[config.mk]
export PLATFORM = sky130hd
export DESIGN_NAME = step_ctrl
export DESIGN_NICKNAME = d
export VERILOG_FILES = /design/src/rtl/step_ctrl_pkg.sv /design/src/rtl/step_ctrl_pass_timer.sv /design/src/rtl/step_ctrl.sv
export SDC_FILE = /design/constraint.sdc
export NUM_CORES = 1
export LEC_CHECK = 0
export ABC_AREA = 1
export BUFFER_PORTS_ARGS = -buffer_cell sky130_fd_sc_hd__buf_2
export CAP_MARGIN = 20
export CORE_MARGIN = 3
export CORE_UTILIZATION = 47
export DETAILED_ROUTE_END_ITERATION = 12
export PLACE_DENSITY = 0.72
export SLEW_MARGIN = 20
export SYNTH_ARGS = -nofsm -noshare
export SYNTH_HDL_FRONTEND = slang
export SYNTH_SLANG_ARGS = --single-unit
export TNS_END_PERCENT = 20
[constraint.sdc]
create_clock -name clk -period 1.4 [get_ports clk]
set_clock_uncertainty 0.1 [all_clocks]
set_input_delay 0.07 -clock clk [delete_from_list [all_inputs] [get_ports clk]]
set_output_delay 0.07 -clock clk [all_outputs]
set_load 0.05 [all_outputs]
[src/rtl/step_ctrl_pkg.sv]
// -----------------------------------------------------------------------------
// step_ctrl_pkg
//
// Purpose:
//   Constants shared by step_ctrl and its watchdog. This package holds:
//     - the FSM state encodings,
//     - a clog2 helper that never returns zero.
//   The top level uses the helper to size its step-facing ports. Those widths
//   then match the step instance it drives.
//
// Ports: none (package).
// -----------------------------------------------------------------------------
package step_ctrl_pkg;

    // FSM state encodings. These are plain localparams so that legacy tools
    // and waveform scripts can read them.
    localparam logic [2:0] S_IDLE   = 3'd0;
    localparam logic [2:0] S_ISSUE  = 3'd1;
    localparam logic [2:0] S_WAIT   = 3'd2;
    localparam logic [2:0] S_NEXT   = 3'd3;
    localparam logic [2:0] S_FINISH = 3'd4;
    localparam logic [2:0] S_ABORT  = 3'd5;

    // Ceiling log2 with a floor of 1. A degenerate value can therefore never
    // produce a zero-width vector.
    function automatic int clog2_min1(input int value);
        int r;
        r = 0;
        while ((1 << r) < value) begin
            r = r + 1;
        end
        return (r < 1) ? 1 : r;
    endfunction

endpackage : step_ctrl_pkg

[src/rtl/step_ctrl_pass_timer.sv]
// -----------------------------------------------------------------------------
// step_ctrl_pass_timer
//
// Purpose:
//   This is the watchdog for a single step pass.
//     - The count returns to zero while clear_i is high.
//     - The count increments while enable_i is high.
//     - The count saturates at LIMIT.
//     - expired_o is high whenever the count equals LIMIT.
//   The module body exists only when STEP_CTRL_TIMEOUT_EN is defined. The
//   default build therefore carries no counter logic at all.
//
// Parameters:
//   LIMIT      cycles until expiry
//
// Ports:
//   clk        in   clock
//   rst        in   asynchronous active-low reset
//   clear_i    in   synchronous clear (takes priority over enable)
//   enable_i   in   count enable
//   expired_o  out  count has reached LIMIT
// -----------------------------------------------------------------------------
`ifdef STEP_CTRL_TIMEOUT_EN
module step_ctrl_pass_timer
    import step_ctrl_pkg::*;
#(
    parameter  int LIMIT = 4096,
    localparam int CW    = clog2_min1(LIMIT + 1)
) (
    input  logic clk,
    input  logic rst,
    input  logic clear_i,
    input  logic enable_i,
    output logic expired_o
);

    localparam logic [CW-1:0] LIMIT_C = CW'(LIMIT);

    logic [CW-1:0] count_q, count_d;

    always_comb begin
        count_d = count_q;
        if (clear_i) begin
            count_d = '0;
        end else if (enable_i && (count_q != LIMIT_C)) begin
            count_d = count_q + CW'(1);
        end
    end

    always_ff @(posedge clk or negedge rst) begin
        if (!rst) begin
            count_q <= '0;
        end else begin
            count_q <= count_d;
        end
    end

    assign expired_o = (count_q == LIMIT_C);

endmodule : step_ctrl_pass_timer
`endif

[src/rtl/step_ctrl.sv]
// -----------------------------------------------------------------------------
// step_ctrl
//
// Purpose:
//   Phase sequencer for the systolic step line. It drives a full
//   Gaussian-elimination run over an L x K matrix. Each phase p consists of:
//     - one pivot pass (functionA=1) on column block p,
//     - one update pass (functionA=0) on every column block to the right.
//   A pivot failure reported by step aborts the run.
//
// Configuration:
//   STEP_CTRL_TIMEOUT_EN  Define this macro to add a per-pass watchdog. The
//                         run aborts with fail=1 after TIMEOUT cycles in WAIT.
//
// Parameters:
//   N, L, K    line width, matrix rows, matrix columns (K % N == 0)
//   TIMEOUT    watchdog bound in cycles (effective only with the macro)
//
// Ports:
//   clk                   in   clock
//   rst                   in   asynchronous active-low reset
//   go                    in   single-cycle run request
//   busy                  out  run in progress
//   done                  out  one-cycle pulse: run completed
//   fail                  out  sticky failure flag, cleared by next accepted go
//   step_start            out  one-cycle pulse to step.start
//   step_col_block        out  column block of the current pass
//   step_functionA        out  1 = pivot pass, 0 = update pass
//   step_last_phase       out  current pass belongs to the last phase
//   step_first_pass_rows  out  col_block*L+N on pivot passes, else 0
//   step_done             in   one-cycle pulse from step.done
//   step_fail             in   step.fail, valid with step_done
// -----------------------------------------------------------------------------
module step_ctrl
    import step_ctrl_pkg::*;
#(
    parameter  int N       = 4,
    parameter  int L       = 8,
    parameter  int K       = 16,
    parameter  int TIMEOUT = 4096,
    localparam int NB      = K / N,
    localparam int PHASES  = (L + N - 1) / N,
    localparam int CBW     = clog2_min1(K / N + 1),
    localparam int RW      = clog2_min1(L * K / N + 2 * N + 1),
    localparam int PW      = clog2_min1(PHASES + 1)
) (
    input  logic           clk,
    input  logic           rst,
    input  logic           go,
    output logic           busy,
    output logic           done,
    output logic           fail,
    output logic           step_start,
    output logic [CBW-1:0] step_col_block,
    output logic           step_functionA,
    output logic           step_last_phase,
    output logic [RW-1:0]  step_first_pass_rows,
    input  logic           step_done,
    input  logic           step_fail
);

    // Reject configurations that cannot be sequenced.
    if ((K % N) != 0 || TIMEOUT < 1) begin : g_bad_config
        $error("step_ctrl: K must be a multiple of N and TIMEOUT must be positive");
    end

    localparam logic [CBW-1:0] LAST_COL   = CBW'(NB - 1);
    localparam logic [PW-1:0]  LAST_PHASE = PW'(PHASES - 1);

    logic [2:0]     state_q, state_d;
    logic [PW-1:0]  phase_q, phase_d;
    logic [CBW-1:0] col_q,   col_d;
    logic           func_q,  func_d;
    logic           busy_q,  busy_d;
    logic           done_q,  done_d;
    logic           fail_q,  fail_d;
    logic           start_q, start_d;
    logic           last_q,  last_d;
    logic [RW-1:0]  rows_q,  rows_d;
    logic           load_pass;
    logic           timed_out;

`ifdef STEP_CTRL_TIMEOUT_EN
    // The watchdog restarts on every issue and counts only while the pass is
    // outstanding.
    step_ctrl_pass_timer #(
        .LIMIT     (TIMEOUT)
    ) u_pass_timer (
        .clk       (clk),
        .rst       (rst),
        .clear_i   (state_q == S_ISSUE),
        .enable_i  (state_q == S_WAIT),
        .expired_o (timed_out)
    );
`else
    assign timed_out = 1'b0;
`endif

    always_comb begin
        // NOTE: every variable assigned here gets a default first. A path
        // that leaves one unassigned would otherwise infer a latch.
        state_d   = state_q;
        phase_d   = phase_q;
        col_d     = col_q;
        func_d    = func_q;
        busy_d    = busy_q;
        fail_d    = fail_q;
        done_d    = 1'b0;
        start_d   = 1'b0;
        last_d    = last_q;
        rows_d    = rows_q;
        load_pass = 1'b0;

        case (state_q)
            S_IDLE: begin
                // go is looked at only here. This makes go while busy a no-op.
                if (go) begin
                    state_d   = S_ISSUE;
                    phase_d   = '0;
                    col_d     = '0;
                    func_d    = 1'b1;
                    fail_d    = 1'b0;
                    busy_d    = 1'b1;
                    load_pass = 1'b1;
                end
            end

            S_ISSUE: begin
                start_d = 1'b1;
                state_d = S_WAIT;
            end

            S_WAIT: begin
                // step_fail means something only for a pivot pass, and only in
                // the step_done cycle.
                if (step_done) begin
                    state_d = (func_q && step_fail) ? S_ABORT : S_NEXT;
                end else if (timed_out) begin
                    state_d = S_ABORT;
                end
            end

            S_NEXT: begin
                if (col_q < LAST_COL) begin
                    col_d     = col_q + CBW'(1);
                    func_d    = 1'b0;
                    state_d   = S_ISSUE;
                    load_pass = 1'b1;
                end else if (phase_q < LAST_PHASE) begin
                    // The next phase pivots on the diagonal block, whose index
                    // equals the new phase number.
                    phase_d   = phase_q + PW'(1);
                    col_d     = CBW'(phase_q) + CBW'(1);
                    func_d    = 1'b1;
                    state_d   = S_ISSUE;
                    load_pass = 1'b1;
                end else begin
                    done_d  = 1'b1;
                    busy_d  = 1'b0;
                    state_d = S_FINISH;
                end
            end

            S_FINISH: begin
                state_d = S_IDLE;
            end

            S_ABORT: begin
                fail_d  = 1'b1;
                busy_d  = 1'b0;
                state_d = S_IDLE;
            end

            default: begin
                state_d = S_IDLE;
            end
        endcase

        // The derived pass outputs are updated only when a new pass is loaded.
        // They therefore stay stable from ISSUE through the step_done cycle.
        if (load_pass) begin
            last_d = (phase_d == LAST_PHASE);
            // The product is formed at full int width and narrowed only here.
            rows_d = func_d ? RW'(int'(col_d) * L + N) : '0;
        end
    end

    always_ff @(posedge clk or negedge rst) begin
        // NOTE: sequential state uses non-blocking assignments. Every register
        // then samples pre-edge values, whatever the statement order.
        if (!rst) begin
            state_q <= S_IDLE;
            phase_q <= '0;
            col_q   <= '0;
            func_q  <= 1'b0;
            busy_q  <= 1'b0;
            done_q  <= 1'b0;
            fail_q  <= 1'b0;
            start_q <= 1'b0;
            last_q  <= 1'b0;
            rows_q  <= '0;
        end else begin
            state_q <= state_d;
            phase_q <= phase_d;
            col_q   <= col_d;
            func_q  <= func_d;
            busy_q  <= busy_d;
            done_q  <= done_d;
            fail_q  <= fail_d;
            start_q <= start_d;
            last_q  <= last_d;
            rows_q  <= rows_d;
        end
    end

    assign busy                 = busy_q;
    assign done                 = done_q;
    assign fail                 = fail_q;
    assign step_start           = start_q;
    assign step_col_block       = col_q;
    assign step_functionA       = func_q;
    assign step_last_phase      = last_q;
    assign step_first_pass_rows = rows_q;

endmodule : step_ctrl

==> results.md <==
Final layout:
- Cells with a size suffix above 1 make up about a third of the layout.
- The library cell used most frequently in the layout, excluding fill and tap cells, is nand2_1.
- Summing all multi-input logic gate instances after layout gives 450 µm².
- The repair_antennas step left the layout with diodes totalling 0.
- The area taken by flip-flops and latches is between 400 and 500 µm².
- For this run, the share of the core covered by cells in the final layout is 65.9%.
- The relative area change from synthesis to final layout is 27.6%.
- In the layout the commonest cells are nand2_1, buf_2, dfrtp_1.
- The number of inserted filler cells in the final layout is 145.
- The final layout contains 147 nets.

Floorplan:
- The x dimension of the die is roughly 51 µm.
- Pin placement for this block handled 20 I/O pins.
- The initial core utilization is 51.7%.
- The floorplan step defined a die boundary enclosing approximately 2600 µm².
- The floorplan has 15 rows.
- The vertical die dimension is 50.5 µm.
- In this run the standard cell core region covers 1800 µm².

Critical path:
- Counting cells, the worst reg-to-reg path comes to 7.
- The endpoint arrival time on the critical path is 1.54 ns.
- The setup path with the least slack is of type register to register.
- The critical path endpoint category is a register.
- The type of origin of the critical path is a register.
- For the worst setup path, the data required time is 1.54 ns.
- The endpoint identified for the worst register-to-register timing path is step_last_phase.
- The worst register-to-register path begins at state_q[2].
- The source of the critical timing path is state_q[2].
- The reg2reg setup slack is -0.005 ns.
- Along the worst path, the maximum fanout reaches 8.

Power:
- Internal power comes to 1.29 mW.
- The combinational share of power is between 50% and 60%.
- The sequential share of power is 32.5%.
- Summed over all cells, the static leakage comes to about 0.64 nW.
- The areal power density over the cells is 2210 nW/µm².
- The share of total power in the clock network is 12.0%.
- In this run the power spent charging and discharging nets is 1.33 mW.
- VDD sags by at most 0.00145 V.
- Net switching is 51.0% of the power.

Synth:
- Measured against the total synthesized area, the mux share comes to 0%.
- The cell area that synthesis handed to floorplanning was 931 µm².
- The average cell area after synthesis is 8.54 µm².
- Of the total synthesized cell area, the portion taken by XOR and XNOR cells is 0%.
- The synthesized netlist devotes 29.2% of its cell area to simple gates.
- The cell count after synthesis is around 110.
- Sequential cells were found to cover 48.4% of the synthesized design area.
- The Yosys step of the flow raised 0 warnings.
- The post-synthesis register bit count is 18.
- The netlist uses 24 different library cells.
- The synthesized netlist devotes 8.60% of its cell area to compound gates.
- The combinational family with the most area after synthesis is simple AND/OR/NAND/NOR gates.
- Of the total synthesized cell area, the portion taken by full adders, half adders and majority gates is about 5.4%.

Drt:
- Summed over all layers, the routed wires come to 2030 µm.
- For this run, the detailed router's first-pass iteration total came to 4.
- Across all layers, the routed design uses around 810 vias.
- After detailed routing, the number of vias per cell comes to 5.01.
- Dividing the detail-routed wire length by the instance count gives 12.5 µm.
- The final routed DRC violation total is 0.
- The first routing iteration left 18 violations.
- Once detail routing completed, the nets flagged for antenna violations numbered 0.

Run status:
- The checks that failed: negative setup slack.
- The run finished, with violations left.

Placed design:
- The count of buffers inserted at the top-level ports is 17.
- After legalization and detailed placement, the total HPWL measured about 1400 µm.
- Routability-driven placement finished with a final weighted congestion of 0.868.

Global routing:
- The via count of the first global-routing pass is 734.
- The number of antenna violations at the first check in global routing was 0.
- The first global-routing pass estimated between 3000 and 4000 µm of wire.
- Entering global routing, the biggest net connects 19 pins.
- In the global route stage, overall resource usage came out at 16.5%.
- The remaining global-route overflow is 0.

Hold path:
- The hold path depth is 4.
- The capture endpoint of the worst hold path is fail.
- The startpoint of the most critical hold path is go.
- The worst hold-check path type is primary input to register.

Timing:
- The worst slack on hold paths is 0.0691 ns.
- Timing would allow up to slightly above 700 MHz.
- In the post-route analysis, the smallest setup slack over all paths is -0.00546 ns.
- Setup repair after global routing could not meet its margin everywhere.
- The post-route minimum period is 1.41 ns.
- The count of final hold-check violations is 0.
- The count of endpoints failing setup in the final report is 1.
- The post-route fraction of the period consumed by the critical path is 100%.
- The count of final max-slew check failures is 0.

Clock network:
- Buffers inserted during clock tree synthesis total 3.
- The count of clock tree sinks is 18.
- TritonCTS built the clock tree.
- The tree is rooted in a clkbuf_4.
- The longest clock path from root to sink contains 2 buffers.
- After clock tree synthesis, the clock-pin slew on the worst setup and hold paths is 0.11 ns.
- The H-tree depth is 1.
- The clock latency on the worst-skew pair is 0.28 ns.

Flow run:
- Max-cap violations in this run came to 0.
-- worst max path at each step --
stage	to	slack, ns	depth (start not counted)
after floorplan	step_last_phase	0.03	7
after global placement	step_last_phase	0.03	10
after detailed placement	step_col_block[2]	-0.03	7
after CTS	step_col_block[2]	0.006	7
after global routing	step_last_phase	-0.11	7
final	step_last_phase	-0.005	7
-- kinds of logic (layout without fill, tap and decap cells) --
family | Yosys count | after routing
flops | 18 | 18
fa+ha+maj | 4 | 4
compound gates | 13 | 13
simple gates | 57 | 57
buf+inv | 16 | 43
other cells | 1 | 2
-- Yosys cell counts (all sizes together) --
| cell type | n | area [µm²] |
|---|---|---|
| o22ai | 1 | 6.26 |
| nand2 | 42 | 170 |
| a2bb2oi | 1 | 8.76 |
| a21oi | 3 | 15.0 |
| nor2 | 4 | 25.0 |
| dfrtp | 18 | 450 |
| o211ai | 3 | 22.5 |
| nand3b | 1 | 7.51 |
| conb | 1 | 3.75 |
| nand3 | 7 | 52.6 |
| a211oi | 1 | 7.51 |
| o21ai | 4 | 20.0 |
| inv | 13 | 48.8 |
| nand4 | 1 | 6.26 |
| buf | 3 | 26.3 |
| nor3 | 2 | 10.0 |
| ha | 4 | 50.1 |
-- per-stage QoR --
stage / TNS (ns) / power (mW) / cells / setup WS, ns / instance area, µm²
after floorplan: 0 / 1.85 / 110 / 0.0339 / 938
after global placement: 0 / 2.16 / 152 / 0.0313 / 1050
after detailed placement: -0.0436 / 2.17 / 152 / -0.0252 / 1050
after CTS: 0 / 2.50 / 160 / 0.00558 / 1120
after global routing: -0.574 / 2.80 / 162 / -0.112 / 1190
final: -0.00546 / 2.62 / 162 / -0.00546 / 1190
-- power groups by stage --
stage | Clock, mW | Combinational (mW) | Sequential, mW
after detailed placement | 0 | 1.33 | 0.839
final | 0.315 | 1.45 | 0.850
after CTS | 0.320 | 1.35 | 0.830
after global routing | 0.338 | 1.59 | 0.873
after floorplan | 0 | 0.618 | 1.24
after global placement | 0 | 1.32 | 0.835
-- sequential cells by signal (all words and copies together), names as in the netlist --
| register | flops |
|---|---|
| busy | 1 |
| done | 1 |
| fail | 1 |
| phase_q | 2 |
| state_q | 3 |
| step_col_block | 3 |
| step_first_pass_rows | 4 |
| step_functionA | 1 |
| step_last_phase | 1 |
| step_start | 1 |
-- repair_timing --
action / in CTS / in global routing
setup endpoints to repair: 6 / 13
resized for setup: 1 / 12
endpoints found under the hold margin: 20 / 0
hold buffers: 3 / 0
pin swaps: 0 / 5
buffers inserted: 1 / 2
-- metal layers --
metal | vias up | share of wire [%] | GRT usage, %
met2 | 30 | 49 | 29.1
li1 | 398 | - | -
met5 | - | 0 | 0
met1 | 376 | 44 | 20.5
met3 | 8 | 5.2 | 2.67
met4 | 0 | 2.3 | 5.38
-- critical path, cell delays in order, from the launching register on --
cell and delay (ns):
dfrtp_2 0.49, nor2_2 0.16, nand3_2 0.16, nand2_4 0.14
nand2_8 0.08, a21oi_1 0.12, nand2_1 0.06, nand2_1 0.05
-- final cells by class --
type | instances | share of cell area [%]
clock buffer | 4 | 3.06
inverter | 13 | 4.11
multi-input combinational | 76 | 37.9
sequential | 18 | 38.5
tap | 25 | 2.63
timing repair buffer | 26 | 13.8
Note: power is estimated with default switching activity, not from simulation.
